### src/rtl/muldiv_sequencer_pkg.sv
// Shared definitions for the M-extension EX-stage sequencer: ALU op codes, FSM states, op-class helpers.
package muldiv_sequencer_pkg;

   localparam int unsigned ALUOP_W     = 5;
   localparam int unsigned OP_SEL_W    = 3;
   localparam int unsigned STALL_CNT_W = 32;

   localparam logic [ALUOP_W-1:0] ALU_MUL    = 5'b01011;
   localparam logic [ALUOP_W-1:0] ALU_MULH   = 5'b01100;
   localparam logic [ALUOP_W-1:0] ALU_MULHSU = 5'b01101;
   localparam logic [ALUOP_W-1:0] ALU_MULHU  = 5'b01110;
   localparam logic [ALUOP_W-1:0] ALU_DIV    = 5'b01111;
   localparam logic [ALUOP_W-1:0] ALU_DIVU   = 5'b10000;
   localparam logic [ALUOP_W-1:0] ALU_REM    = 5'b10001;
   localparam logic [ALUOP_W-1:0] ALU_REMU   = 5'b10010;

   typedef enum logic [1:0] {
      ST_IDLE = 2'd0,
      ST_RUN  = 2'd1,
      ST_DONE = 2'd2
   } md_state_e;

   function automatic logic is_md(input logic [ALUOP_W-1:0] op);
      return (op >= ALU_MUL) && (op <= ALU_REMU);
   endfunction

   function automatic logic is_div(input logic [ALUOP_W-1:0] op);
      return (op >= ALU_DIV) && (op <= ALU_REMU);
   endfunction

endpackage

### src/rtl/muldiv_sequencer.sv
// EX-stage controller for the iterative mul/div datapath: launches on an M-op,
// stalls the front of the pipe until the result is ready, aborts on flush.
module muldiv_sequencer
   import muldiv_sequencer_pkg::*;
#(
   parameter int unsigned MUL_CYCLES = 4,
   parameter int unsigned DIV_CYCLES = 32,
   parameter int unsigned CNT_W      = 6
) (
   input  logic                   CLK,
   input  logic                   RESET,
   input  logic [ALUOP_W-1:0]     ALUOP,
   input  logic                   VALID,
   input  logic                   FLUSH,
   input  logic                   DIVISOR_ZERO,
   output logic                   STALL,
   output logic                   START,
   output logic                   STEP,
   output logic [OP_SEL_W-1:0]    OP_SEL,
   output logic                   RESULT_VALID,
   output logic [STALL_CNT_W-1:0] STALL_COUNT
);

   localparam logic [CNT_W-1:0] MUL_LAT_M1 = CNT_W'(MUL_CYCLES - 1);
   localparam logic [CNT_W-1:0] DIV_LAT_M1 = CNT_W'(DIV_CYCLES - 1);

   md_state_e        state_q, state_d;
   logic [CNT_W-1:0] cnt_q, cnt_d;
   logic             launch;
   logic             op_div;

   assign launch = (state_q == ST_IDLE) && VALID && is_md(ALUOP) && !FLUSH;
   assign op_div = is_div(ALUOP);

   // Next state, iteration counter and per-cycle control strobes.
   always_comb begin
      state_d      = state_q;
      cnt_d        = cnt_q;
      STALL        = 1'b0;
      START        = 1'b0;
      STEP         = 1'b0;
      RESULT_VALID = 1'b0;
      case (state_q)
         ST_IDLE: begin
            if (launch) begin
               START = 1'b1;
               STALL = 1'b1;
               if (op_div && DIVISOR_ZERO) begin
                  state_d = ST_DONE;
                  cnt_d   = '0;
               end else begin
                  state_d = ST_RUN;
                  cnt_d   = op_div ? DIV_LAT_M1 : MUL_LAT_M1;
               end
            end
         end
         ST_RUN: begin
            if (FLUSH) begin
               state_d = ST_IDLE;
               cnt_d   = '0;
            end else begin
               STEP  = 1'b1;
               STALL = 1'b1;
               if (cnt_q == '0) begin
                  state_d = ST_DONE;
               end else begin
                  cnt_d = cnt_q - CNT_W'(1);
               end
            end
         end
         ST_DONE: begin
            // Always return to IDLE so the completed instruction is not reissued.
            state_d      = ST_IDLE;
            RESULT_VALID = !FLUSH;
         end
         default: begin
            state_d = ST_IDLE;
            cnt_d   = '0;
         end
      endcase
   end

   always_ff @(posedge CLK) begin
      if (RESET) begin
         state_q     <= ST_IDLE;
         cnt_q       <= '0;
         OP_SEL      <= '0;
         STALL_COUNT <= '0;
      end else begin
         state_q     <= state_d;
         cnt_q       <= cnt_d;
         STALL_COUNT <= STALL_COUNT + STALL_CNT_W'(STALL);
         if (launch) begin
            OP_SEL <= OP_SEL_W'(ALUOP - ALU_MUL);
         end
      end
   end

endmodule
### config.mk
export PLATFORM = sky130hd
export DESIGN_NAME = muldiv_sequencer
export DESIGN_NICKNAME = d
export VERILOG_FILES = /design/src/rtl/muldiv_sequencer_pkg.sv /design/src/rtl/muldiv_sequencer.sv
export SDC_FILE = /design/constraint.sdc
export NUM_CORES = 1
export LEC_CHECK = 0
export CORE_MARGIN = 5
export CORE_UTILIZATION = 49
export DETAILED_ROUTE_END_ITERATION = 12
export DONT_BUFFER_PORTS = 1
export GPL_TIMING_DRIVEN = 0
export MAX_ROUTING_LAYER = met4
export PLACE_DENSITY = 0.6
export SKIP_CTS_REPAIR_TIMING = 1
export SYNTH_ARGS = -nofsm -noshare
export SYNTH_HDL_FRONTEND = slang
export SYNTH_SLANG_ARGS = --single-unit
### constraint.sdc
create_clock -name CLK -period 4.86 [get_ports CLK]
set_clock_uncertainty 0.1 [all_clocks]
set_input_delay 0.729 -clock CLK [delete_from_list [all_inputs] [get_ports CLK]]
set_output_delay 0.729 -clock CLK [all_outputs]
set_load 0.1 [all_outputs]
==> flow_summary.toml, run 1 <==
[sta]
hold_ws_ps = 404
drv_slew = 0
fin_crit_ps = 4440
setup_viol = 0
final_hold_viol_count = 0
fmax_ghz = 0.225
period_share = 0.914
fin_tns_setup_ps = 0
rsz0062_at_grt = "false"
worst_pin_slew_ps = 1260
max_slew_margin = 0.162

[critical_path]
endpoint_kind = "flip-flop"
path_depth = 15
r2r_cells = 14
critPathLaunchType = "input pin"
arrival_ps = 4580
critical_path.top_delay_family = "compound AO/OA/AOI/OAI gates"
cpPeakStageDelay_ps = 930
crit_buf_inv = 3
required_ps = 4990
crit_fanout = 10
critPathKind = "input pin to flip-flop"
crit_chain = "ha_1 -> a21oi_2 -> a2111oi_4 -> and2_1 -> buf_6 -> inv_1 -> a21oi_2 -> ha_1 -> ha_1 -> nand3_1 -> nor3_1 -> buf_4 -> nand4_1 -> xor2_1 -> nor2_1"
slowest_stage = "a21oi_2"
cp_common_cell = "ha_1"

[global_route]
grt.met3_usage = 0.0745
use_met2 = 0.229
grt_pass1_vias = 1566
grt_pass1_wl_um = 7580
busiest_layer = "met2"
track_usage = 0.160
antenna_found_initial = 0
grt-ovfl-total = 0
use_met1 = 0.202
grt_max_degree = 13

[die]
dieArea_um2 = 5830
coreArea_um2 = 4320
initial_utilization = 0.499
die_h_um = 76.4
rows = 24
die_w_um = 76.4
pin_count = 49

[placed_design]
placed_area_um2 = 2250
port_buffers = 0
gp_congestion = 0.803
dp_hpwl_um = 3380

[drt]
ant_nets = 0
first_iter_violations = 63
drc_errors = 0
routed_wl_um = 4500
dr.pass1.iters = 4
routed_via_density = 5.51
num_vias = 1691
post_drt_wl_per_cell_um = 14.7

[synthesis]
synth_edf_count = 0
yosys.cell_types.count = 48
async_flop_share = 0
synth_warnings = 0
synth-compound-area-share = 0.115
syn-instance-count = 246
synth_area_per_cell_um2 = 8.77
yosys.area_share.xor_xnor = 0.122
synth_seq_cells = 43
synth_fp_nets = 262
synth_mux_area_frac = 0.00464
yosys.area_share.simple = 0.284
yosysSeqAreaShare = 0.399
synth_top_family_by_area = "simple AND/OR/NAND/NOR gates"
synthAdderAreaFrac = 0.0348
netlist_area_um2 = 2160
synthFlopType = "dfxtp_1"

[finish]
diodes = 0
syn_to_final_growth_pct = 7.89
nets = 270
layout_commonest_cell = "dfxtp_1"
drive_gt1_frac = 0.102
fill_cells = 422
final_cell_mix = "43 x dfxtp_1, 40 x nor2_1, 24 x xor2_1, 15 x nand2_1"
postLayoutCellArea_um2 = 2330

[clock_tree]
clk_latency_ps = 290
clock_path_buffers = 2
tritoncts = "done"
cts.sinks = 43
cts_inserted_buffers = 5
htreeDepth = 2
cts_root_buffer = "clkbuf_8"
clkTransAtPathRegs_ps = 80

[min_path]
hold_depth = 2
hp-class = "flip-flop to flip-flop"

[power_and_ir_drop]
power_density_nw_per_um2 = 276
p_total_mw = 0.643
p_leak_nw = 0.858
vdd_drop_max_mv = 0.149

[job]
cap_viol_max_count = 0

[outcome]
status = "complete, no violations"
## metal layers
layer	part of all wire	vias to the layer above
met1	0.47	774
li1	-	871
met2	0.43	40
met4	0.013	0
met5	0	-
met3	0.089	6
## where the power goes
| group | switching, mW | internal [mW] | leakage, nW |
|---|---|---|---|
| logic | 0.0354 | 0.0197 | 0.469 |
| clock network | 0.114 | 0.101 | 0.0422 |
| registers | 0.0162 | 0.357 | 0.347 |
## final cells by class
cell class,instances,area [um^2],share of cell area
plain buffers,10,58.8,0.0253
clock buffers,7,76.3,0.0328
clock inverters,1,5.00,0.00215
inverters,8,30.0,0.0129
multi-input cells,185,1220,0.523
flip-flops and latches,43,861,0.370
well taps,52,65.1,0.0280
repair buffers,1,15.0,0.00645
## final timing paths
kind / start / endpoint / slack, ps
max: ALUOP[0] / STALL_COUNT[22]$_SDFF_PP0_ / 420
min: cnt_q[5]$_SDFFE_PP0P_ / cnt_q[5]$_SDFFE_PP0P_ / 400
max reg2reg: state_q[1]$_SDFFE_PP0P_ / STALL_COUNT[22]$_SDFF_PP0_ / 560
min reg2reg: cnt_q[5]$_SDFFE_PP0P_ / cnt_q[5]$_SDFFE_PP0P_ / 400
## flip-flops by register name, summed over array words and instances, names as in the netlist
register,count
OP_SEL,3
state_q,2
STALL_COUNT,32
cnt_q,6
## worst reg2reg max path: stages (launching register included)
cell and delay (ps):
dfxtp_1 350, or2_4 290, a2111oi_4 240, and2_1 190, buf_6 270, inv_1 90, a21oi_2 930, ha_1 370
ha_1 200, nand3_1 190, nor3_1 320, buf_4 240, nand4_1 120, xor2_1 210, nor2_1 120
## cell usage after synthesis (2+ instances only)
| library cell | instances | area share |
|---|---|---|
| and3_1 | 3 | 0.0087 |
| o21ai_0 | 5 | 0.012 |
| nand3_1 | 13 | 0.030 |
| ha_1 | 6 | 0.035 |
| a211oi_2 | 2 | 0.012 |
| nor2b_1 | 4 | 0.012 |
| nand4_1 | 13 | 0.038 |
| clkbuf_1 | 4 | 0.0070 |
| nor3b_1 | 2 | 0.0070 |
| xnor2_1 | 6 | 0.024 |
| nor2_1 | 40 | 0.070 |
| a21oi_1 | 9 | 0.021 |
| nand2b_1 | 2 | 0.0058 |
| nand2_1 | 15 | 0.026 |
| a211oi_1 | 2 | 0.0070 |
| nor3_1 | 5 | 0.012 |
| or3_1 | 3 | 0.0087 |
| xor2_1 | 24 | 0.097 |
| and4_1 | 5 | 0.020 |
| buf_2 | 2 | 0.0046 |
| inv_1 | 8 | 0.014 |
| and2_1 | 4 | 0.012 |
| dfxtp_1 | 43 | 0.40 |
| buf_6 | 2 | 0.010 |
## stage by stage
| step | cells | util | setup WS (ps) |
|---|---|---|---|
| after floorplan | 246 | - | 473 |
| after global placement | 298 | 0.515 | 81.5 |
| after detailed placement | 299 | 0.519 | 58.2 |
| after CTS | 307 | 0.538 | 361 |
| after global routing | 307 | 0.538 | 168 |
| final | 307 | 0.538 | 416 |
## kinds of logic after synthesis
kind of cell | after synthesis
simple gates | 117
flops | 43
compound gates | 31
xor+xnor | 30
buf+inv | 18
fa+ha+maj | 6
mux | 1
Power figures use the tool's default switching activity.
==> inputs of run 2 (changes only) <==
Settings changed: CORE_UTILIZATION 49 to 59, PLACE_DENSITY 0.6 to not set, PLACE_DENSITY_LB_ADDON set to 0.15.
==> run 2 against run 1 <==
Via count fell by 1.2%. Critical path depth did not move. Wire length fell by 5.7%. Clock power rose by 33%. Largest power group unchanged. Utilization rose by 12 points. Register-to-register slack improved by 50 ps. Non-clock buffer count did not move. Design area rose by 1.3%. Maximum frequency rose by 1.9%. Global-route usage rose by 1.6 points. Cell count fell by 1.3%.
==> flow_summary.toml, run 2 (synthesized netlist as in run 1, its figures left out) <==
[outcome]
status = "complete, no violations"

[clock_tree]
htreeDepth = 2
cts.sinks = 43
clock_path_buffers = 2
clk_latency_ps = 290
clkTransAtPathRegs_ps = 80
cts_inserted_buffers = 5
tritoncts = "done"
cts_root_buffer = "clkbuf_8"

[critical_path]
regToRegSetupSlack_ps = 610
critical_path.top_delay_family = "compound AO/OA/AOI/OAI gates"
critPathKind = "input pin to flip-flop"
critPathLaunchType = "input pin"
cpPeakStageDelay_ps = 910
slowest_stage = "a21oi_2"
arrival_ps = 4500
r2r_end = "STALL_COUNT[22]$_SDFF_PP0_"
endpoint_kind = "flip-flop"
crit_chain = "ha_1 -> a21oi_2 -> a2111oi_4 -> and2_1 -> buf_6 -> inv_1 -> a21oi_2 -> ha_1 -> ha_1 -> nand3_1 -> nor3_1 -> buf_4 -> nand4_1 -> xor2_1 -> nor2_1"
crit_fanout = 10
r2r_cells = 14
required_ps = 4990
cp_common_cell = "ha_1"
r2r_start = "state_q[1]$_SDFFE_PP0P_"
crit_buf_inv = 3

[power_and_ir_drop]
switchingPower_mw = 0.173
clkPwrFrac = 0.402
p_leak_nw = 0.877
seqPwrFrac = 0.521
intPower_mw = 0.543
power_density_nw_per_um2 = 304
combPwrFrac = 0.077
p_total_mw = 0.716
vdd_drop_max_mv = 0.158
swShare = 0.242

[sta]
worst_pin_slew_ps = 1230
fin_tns_setup_ps = 0
hold_ws_ps = 414
rsz0062_at_grt = "false"
max_slew_margin = 0.180
setup_viol = 0
fin_ws_ps = 497
final_hold_viol_count = 0
fmax_ghz = 0.229
drv_slew = 0
period_share = 0.898
fin_crit_ps = 4360

[global_route]
use_met1 = 0.200
antenna_found_initial = 0
busiest_layer = "met2"
grt-ovfl-total = 0
use_met2 = 0.295
grt_max_degree = 14
track_usage = 0.176
grt.met3_usage = 0.0532
grt_pass1_vias = 1537
grt_pass1_wl_um = 6930

[finish]
drive_gt1_frac = 0.110
top_regs = "STALL_COUNT: 32 flops, cnt_q: 6 flops, OP_SEL: 3 flops"
postLayoutCellArea_um2 = 2360
diodes = 0
final_cell_mix = "43 x dfxtp_1, 40 x nor2_1, 24 x xor2_1, 15 x nand2_1"
syn_to_final_growth_pct = 9.34
largest_register = "STALL_COUNT"
final_cell_count_no_fill = 303
fin_util = 0.654
layout_commonest_cell = "dfxtp_1"
largest_reg_flops = 32
nets = 270

[min_path]
hp-start = "ALUOP[0]"
hp-class = "input pin to flip-flop"
min_to = "OP_SEL[0]$_SDFFE_PP0P_"
hold_depth = 1

[drt]
drc_errors = 0
post_drt_wl_per_cell_um = 14.0
ant_nets = 0
first_iter_violations = 70
routed_wl_um = 4250
num_vias = 1670
routed_via_density = 5.51
dr.pass1.iters = 4

[placed_design]
dp_slack_ps = 197
port_buffers = 0
placed_area_um2 = 2240
dp_hpwl_um = 3140
gp_congestion = 0.850
placed_cells = 295

[die]
rows = 22
coreArea_um2 = 3610
die_h_um = 70.5
initial_utilization = 0.598
dieArea_um2 = 4970
pin_count = 49
die_w_um = 70.5

[job]
cap_viol_max_count = 0
[run 2: cell count changes in the layout (fill, tap and decap cells not counted)]
cell       delta
bufinv_16     +1
clkbuf_8      +1
clkbuf_1      -2
[run 2: how the worst max path moves through the flow]
stage	start	end	slack (ps)	cells after the start
floorplan	ALUOP[0]	STALL_COUNT[22]$_SDFF_PP0_	470	15
global route	ALUOP[0]	STALL_COUNT[22]$_SDFF_PP0_	250	15
finish	ALUOP[0]	STALL_COUNT[22]$_SDFF_PP0_	500	15
global placement	ALUOP[0]	STALL_COUNT[22]$_SDFF_PP0_	210	15
detailed placement	ALUOP[0]	STALL_COUNT[22]$_SDFF_PP0_	200	15
CTS	ALUOP[0]	STALL_COUNT[22]$_SDFF_PP0_	500	15
[run 2: final cells by class]
type | count | area (um^2)
Inverter | 8 | 30.0
Sequential cell | 43 | 861
Timing Repair Buffer | 1 | 15.0
Clock buffer | 6 | 82.6
Clock inverter | 2 | 35.0
Buffer | 10 | 58.8
Multi-Input combinational cell | 185 | 1220
Fill cell | 312 | 1250
Tap cell | 48 | 60.1
[run 2: power groups by stage]
stage,Combinational (mW),Clock (mW),Sequential [mW]
floorplan,0.0468,0,0.380
global placement,0.0545,0,0.381
detailed placement,0.0549,0,0.381
CTS,0.0553,0.294,0.373
global route,0.0608,0.307,0.374
finish,0.0555,0.287,0.373
[run 2: layer usage]
| layer | routed length (um) | part of all wire | up-vias |
|---|---|---|---|
| met5 | 0 | 0 | - |
| met4 | 57 | 0.013 | 0 |
| met3 | 229 | 0.054 | 6 |
| met2 | 2020 | 0.48 | 35 |
| met1 | 1940 | 0.46 | 760 |
| li1 | - | - | 869 |
